===== config.mk =====
export PLATFORM = sky130hd
export DESIGN_NAME = serdes_tx_pattern_gen
export DESIGN_NICKNAME = d
export VERILOG_FILES = /design/src/rtl/serdes_pkg.sv /design/src/rtl/serdes_prbs7_step.sv /design/src/rtl/serdes_tx_pattern_gen.sv
export SDC_FILE = /design/constraint.sdc
export NUM_CORES = 1
export LEC_CHECK = 0
export BUFFER_PORTS_ARGS = -buffer_cell sky130_fd_sc_hd__buf_2
export CAP_MARGIN = 25
export CORE_MARGIN = 5
export CORE_UTILIZATION = 40
export DETAILED_ROUTE_END_ITERATION = 8
export GPL_ROUTABILITY_DRIVEN = 0
export GPL_TIMING_DRIVEN = 0
export MAX_ROUTING_LAYER = met4
export PLACE_DENSITY = 0.58
export SLEW_MARGIN = 20
export SYNTH_ARGS = -nofsm -noshare
export SYNTH_HDL_FRONTEND = slang
export SYNTH_HIERARCHICAL = 1
export SYNTH_SLANG_ARGS = --single-unit

===== constraint.sdc =====
create_clock -name bitclk -period 1.65 [get_ports bitclk]
set_input_delay 0.2475 -clock bitclk [delete_from_list [all_inputs] [get_ports bitclk]]
set_output_delay 0.2475 -clock bitclk [all_outputs]
set_load 0.01 [all_outputs]

===== src/rtl/serdes_pkg.sv =====
// serdes_pkg: shared state encoding and pattern constants for the TX pattern generator
package serdes_pkg;
  typedef enum logic [1:0] {IDLE, SYNC, PRBS} state_t;
  localparam logic [7:0] SYNC_BYTE  = 8'hBC;
  localparam logic [7:0] FILL_BYTE  = 8'h55;
  localparam logic [6:0] PRBS7_SEED = 7'h7F;
  function automatic logic prbs7_out(input logic [6:0] s);
    return s[6] ^ s[5];
  endfunction
endpackage


===== src/rtl/serdes_prbs7_step.sv =====
// serdes_prbs7_step: combinational N-step PRBS7 (x^7+x^6+1) advance; bit k is the k-th generated bit
module serdes_prbs7_step
  import serdes_pkg::*;
#(
  parameter int STEPS = 8
) (
  input  logic [6:0]       i_state,
  output logic [STEPS-1:0] o_bits,
  output logic [6:0]       o_state
);
  logic [6:0] w_s;
  logic       w_b;
  always_comb begin
    w_s    = i_state;
    w_b    = 1'b0;
    o_bits = '0;
    for (int k = 0; k < STEPS; k++) begin
      w_b       = prbs7_out(w_s);
      o_bits[k] = w_b;
      w_s       = {w_s[5:0], w_b};
    end
    o_state = w_s;
  end
endmodule


===== src/rtl/serdes_tx_pattern_gen.sv =====
// serdes_tx_pattern_gen: word-wide IDLE/SYNC/PRBS7 training pattern source for a TX serializer.
// Define SERDES_TX_PATTERN_ERR_INJ_EN to enable single-bit error injection on PRBS words.
module serdes_tx_pattern_gen
  import serdes_pkg::*;
#(
  parameter int DATA_WIDTH = 8,
  parameter int SYNC_WORDS = 16
) (
  input  logic                  bitclk,
  input  logic                  tx_reset,
  input  logic                  enable,
  input  logic                  start,
  input  logic                  inject_err,
  output logic [DATA_WIDTH-1:0] tx_data,
  output logic                  word_strobe,
  output logic                  busy,
  output logic                  sync_done
);
  localparam int CW = $clog2(DATA_WIDTH);

  state_t                r_state, w_state_nxt;
  logic [CW-1:0]         r_cnt;
  logic [DATA_WIDTH-1:0] r_data, w_data_nxt, w_sync, w_prbs_bits, w_inj;
  logic [6:0]            r_prbs, w_prbs_nxt, w_prbs_state;
  logic [7:0]            r_scnt, w_scnt_nxt;
  logic                  r_sync_done, w_done_nxt, w_bnd;

  assign w_bnd       = r_cnt == CW'(DATA_WIDTH - 1);
  assign word_strobe = w_bnd;
  assign tx_data     = r_data;
  assign busy        = r_state != IDLE;
  assign sync_done   = r_sync_done;

  always_comb begin
    w_sync = '0;
    for (int i = 0; i < DATA_WIDTH / 8; i++)
      w_sync[8*i +: 8] = (i == 0) ? SYNC_BYTE : FILL_BYTE;
  end

  serdes_prbs7_step #(.STEPS(DATA_WIDTH)) u_step (
    .i_state (r_prbs),
    .o_bits  (w_prbs_bits),
    .o_state (w_prbs_state)
  );

`ifdef SERDES_TX_PATTERN_ERR_INJ_EN
  logic r_err;
  assign w_inj = {{(DATA_WIDTH-1){1'b0}}, r_err};
  // The latch is consumed by the next PRBS word load; a pulse on that same edge arms the following word.
  always_ff @(posedge bitclk or posedge tx_reset) begin
    if (tx_reset) r_err <= 1'b0;
    else          r_err <= (r_err & ~(w_bnd & (w_state_nxt == PRBS))) | inject_err;
  end
`else
  logic w_unused_inj;
  assign w_unused_inj = inject_err;
  assign w_inj        = '0;
`endif

  always_comb begin
    w_state_nxt = r_state;
    w_data_nxt  = r_data;
    w_prbs_nxt  = r_prbs;
    w_scnt_nxt  = r_scnt;
    w_done_nxt  = 1'b0;
    if (w_bnd) begin
      if (r_state == IDLE) begin
        w_data_nxt = '0;
        if (enable && start) begin
          w_state_nxt = SYNC;
          w_data_nxt  = w_sync;
          w_prbs_nxt  = PRBS7_SEED;
          w_scnt_nxt  = '0;
        end
      end else if (!enable) begin
        w_state_nxt = IDLE;
        w_data_nxt  = '0;
      end else if (r_state == SYNC && r_scnt != 8'(SYNC_WORDS - 1)) begin
        w_data_nxt = w_sync;
        w_scnt_nxt = r_scnt + 8'(r_scnt != 8'hFF);
      end else begin
        w_state_nxt = PRBS;
        w_data_nxt  = w_prbs_bits ^ w_inj;
        w_prbs_nxt  = w_prbs_state;
        w_done_nxt  = r_state == SYNC;
      end
    end
  end

  always_ff @(posedge bitclk or posedge tx_reset) begin
    if (tx_reset) begin
      r_cnt       <= '0;
      r_state     <= IDLE;
      r_data      <= '0;
      r_prbs      <= PRBS7_SEED;
      r_scnt      <= '0;
      r_sync_done <= 1'b0;
    end else begin
      r_cnt       <= w_bnd ? '0 : r_cnt + 1'b1;
      r_state     <= w_state_nxt;
      r_data      <= w_data_nxt;
      r_prbs      <= w_prbs_nxt;
      r_scnt      <= w_scnt_nxt;
      r_sync_done <= w_done_nxt;
    end
  end
endmodule


==> metrics.md <==
| Metric | Value |
|---|---|
| Reg power frac | `0.477` |
| Initial Util | `0.405` |
| Total track usage | `0.139` |
| Unrepaired setup endpoints after global routing | `true` |
| Final std cells w/o fill | `228` |
| Synthesized cell area | `between 0.001 and 0.0015 mm^2` |
| R2r startpoint | `r_cnt[0]` |
| Clock transition at path regs | `0.06 ns` |
| Ranking of synthesized cells by area | `dfrtp_1, dfstp_2, xor2_1` |
| Part of the power in the clock network | `0.351` |
| Crit path kind | `reg2reg` |
| Lkg Pwr | `0.879 nW` |
| Req. time, crit path | `between 1.5 and 2 ns` |
| Number of antenna violations at the first check in global routing | `0` |
| Residual DRC count | `0` |
| Pwr per Cell Area | `889 mW/mm^2` |
| CP max stage delay | `0.36 ns` |
| Max Cap Viol | `0` |
| Final slew viol count | `0` |
| Core Area | `0.00361 mm^2` |
| Syn nets | `149` |
| Worst-Skew Late Latency | `between 0.2 and 0.3 ns` |
| Routed Wire Length | `3.19 mm` |
| Final setup TNS | `0 ns` |
| Internal cell power | `1.29 mW` |
| First-pass GRT wire length | `5.24 mm` |
| Via count | `1158` |
| Antenna Cells | `0` |
| Wire per inst | `14.0 um` |
| Synthesized instance count | `140` |
| Worst Reg-to-Reg Cells | `6` |
| Synth Flop Type | `dfrtp_1` |
| Htree depth | `2` |
| CP arrival | `1.86 ns` |
| Status | `complete, no violations` |
| Avg Synthesized Cell Area | `between 10 and 15 um^2` |
| Congestion Overflow GR | `0` |
| Clock skew | `0.00788 ns` |
| Detailed placement HPWL | `2.00 mm` |
| Async SR Flop Fraction | `1.00` |
| Post-route ant nets | `0` |
| Layout Nets | `approximately 190` |
| Post-route core utilization | `0.537` |
| Comb pwr share | `0.171` |
| Share of the synthesized area in the top cell type | `0.377` |
| DRT Pass-1 Iters | `4` |
| EDFF count, synth | `0` |
| Actual slew at the worst max-slew pin | `around 0.61 ns` |
| Fillers | `around 330` |
| Most frequent cells after synthesis | `dfrtp_1, nand2_1, nor2_1` |
| Cell taking the most area after synthesis | `dfrtp_1` |
| Final-report setup violation count | `0` |
| Critical Path Start | `r_cnt[0]` |
| CP max-delay cell | `dfrtp_1` |
| Row count | `22` |
| Met2 usage | `0.205` |
| FF-to-FF setup slack | `0.009 ns` |
| Distinct cell type count of the synthesized netlist | `34` |
| PortBufs | `14` |
| Setup crit start kind | `flip-flop` |
| Net Sw Frac | `0.253` |
| Share of layout cells above drive strength 1 | `0.422` |
| Die W | `70.4 um` |
| Sinks on Clock Net | `29` |
| Layout area overhead | `32.7%` |
| FF-to-FF End | `r_scnt[4]` |
| Die ar. | `0.00496 mm^2` |
| Synth warn | `6` |
| Peak VDD IR | `between 400 and 500 uV` |
| # IOs | `16` |
| Clock buffer depth | `2` |
| NetSw | `around 0.44 mW` |
| CTS hold repair buffers | `0` |
| GRT met3 Usage | `0.0374` |
| Worst hold path type | `in2async` |
| Synthesized flop and latch total | `29` |
| Crit share post-route | `0.995` |
| Crit path max fanout | `6` |
| Min cycle time layout | `1.64 ns` |
| Relative slew margins | `0.595` |
| Die Ht | `70.4 um` |
| Clock Tree Root | `clkbuf_8` |
| Vias in the first global route | `around 1100` |
| Max Freq | `609 MHz` |
| Largest net degree at the start of global routing | `18` |
| CTS Buf Count | `5` |
| Most frequent cell after synthesis | `dfrtp_1` |
| Vias/cell | `between 5 and 6` |
| CTS tree | `done` |
| Cells along the critical path | `ha_2 -> ha_4 -> and4b_1 -> a21bo_4 -> or3_1 -> nand3_1` |
| Grt peak-use layer | `met2` |
| Crit path capture type | `flip-flop` |
| Fin. Hold Viols | `0` |
| # placed instances | `203` |
| Met1 Use GR | `0.172` |
| CP Capture Point | `r_scnt[4]` |
| First-iteration detailed-routing DRC count | `51` |
| Sequential share of the synthesized area | `0.503` |
==> area by class of cell <==
cell class | instances | area, um^2 | area share
clock buffers | 8 | 90.1 | 0.0465
inverters | 9 | 33.8 | 0.0174
flip-flops and latches | 29 | 739 | 0.382
well taps | 48 | 60.1 | 0.0310
plain buffers | 11 | 87.6 | 0.0452
repair buffers | 32 | 225 | 0.116
multi-input cells | 91 | 702 | 0.362
==> cell families (layout without fill, tap and decap cells) <==
| kind of cell | Yosys count | after routing | share of synthesized area |
|---|---|---|---|
| XOR/XNOR | 10 | 10 | 0.0703 |
| AND/OR/NAND/NOR | 42 | 42 | 0.150 |
| adder cells (fa/ha/maj) | 4 | 4 | 0.0343 |
| buffers and inverters | 20 | 60 | 0.0780 |
| AO/OA/AOI/OAI | 35 | 35 | 0.165 |
| flip-flops | 29 | 29 | 0.503 |
==> timing repair <==
action / in CTS / in global routing
setup buffers: 11 / 6
setup endpoints to repair: 18 / 23
gates resized for setup: 18 / 11
pin swaps: 3 / 6
==> state kept, by name, summed over array words and instances (netlist names) <==
| register | flops |
|---|---|
| sync_done | 1 |
| r_state | 2 |
| r_scnt | 8 |
| tx_data | 8 |
| r_cnt | 3 |
| r_prbs | 7 |
==> metal layers <==
| metal | part of all wire | vias to the layer above |
|---|---|---|
| li1 | - | 559 |
| met1 | 0.45 | 559 |
| met2 | 0.47 | 32 |
| met3 | 0.054 | 8 |
| met4 | 0.023 | 0 |
| met5 | 0 | - |
==> cell usage in the layout, fill, tap and decap left out, drive strengths merged <==
cell	count
o22a	7
buf	42
and4b	1
inv	9
nor4	1
a311o	1
nand3	7
nor2b	1
a21oi	8
clkbuf	9
xor2	8
o21bai	2
dfrtp	22
nand2b	1
nor2	11
dfstp	7
xnor2	1
o31ai	1
and4	1
and3	3
a31oi	1
nand2	14
nor3b	1
o2bb2ai	3
ha	4
or3	1
o21ai	9
a21bo	1
a21o	2
xor3	1
==> worst max-delay path, delay by kind of cell (launching register included) <==
family	cells	cell delay [ns]
AOI/OAI and AO/OA	1	0.26
DFF	1	0.36
and+or+nand+nor	3	0.62
adders and majority gates	2	0.35
==> stage by stage <==
step	area [um^2]	hold WS (ns)	worst slack (ns)	total power [mW]
after global routing	1940	0.0834	-0.0571	1.80
after global placement	1590	0.413	-0.176	1.10
after CTS	1840	0.0449	-0.00927	1.73
final	1940	0.0288	0.00853	1.72
after detailed placement	1620	0.352	-0.226	1.11
after floorplan	1460	0.320	0.0114	1.04
==> how the worst min path moves through the flow <==
stage,cells after the start,slack [ns],end,start
CTS,2,0.04,r_scnt[2],tx_reset
detailed placement,2,0.35,r_scnt[0],tx_reset
floorplan,1,0.32,r_cnt[0],tx_reset
finish,2,0.03,sync_done,tx_reset
global placement,1,0.41,r_cnt[0],r_cnt[0]
global route,2,0.08,r_scnt[2],tx_reset
==> power by group through the flow <==
stage / combinational [mW] / sequential (mW) / clock, mW
2_1_floorplan: 0.210 / 0.834 / 0
3_3_place_gp: 0.268 / 0.832 / 0
3_5_place_dp: 0.276 / 0.835 / 0
4_1_cts: 0.286 / 0.823 / 0.619
5_1_grt: 0.328 / 0.831 / 0.642
6_report: 0.295 / 0.822 / 0.605
Power figures use the tool's default switching activity.
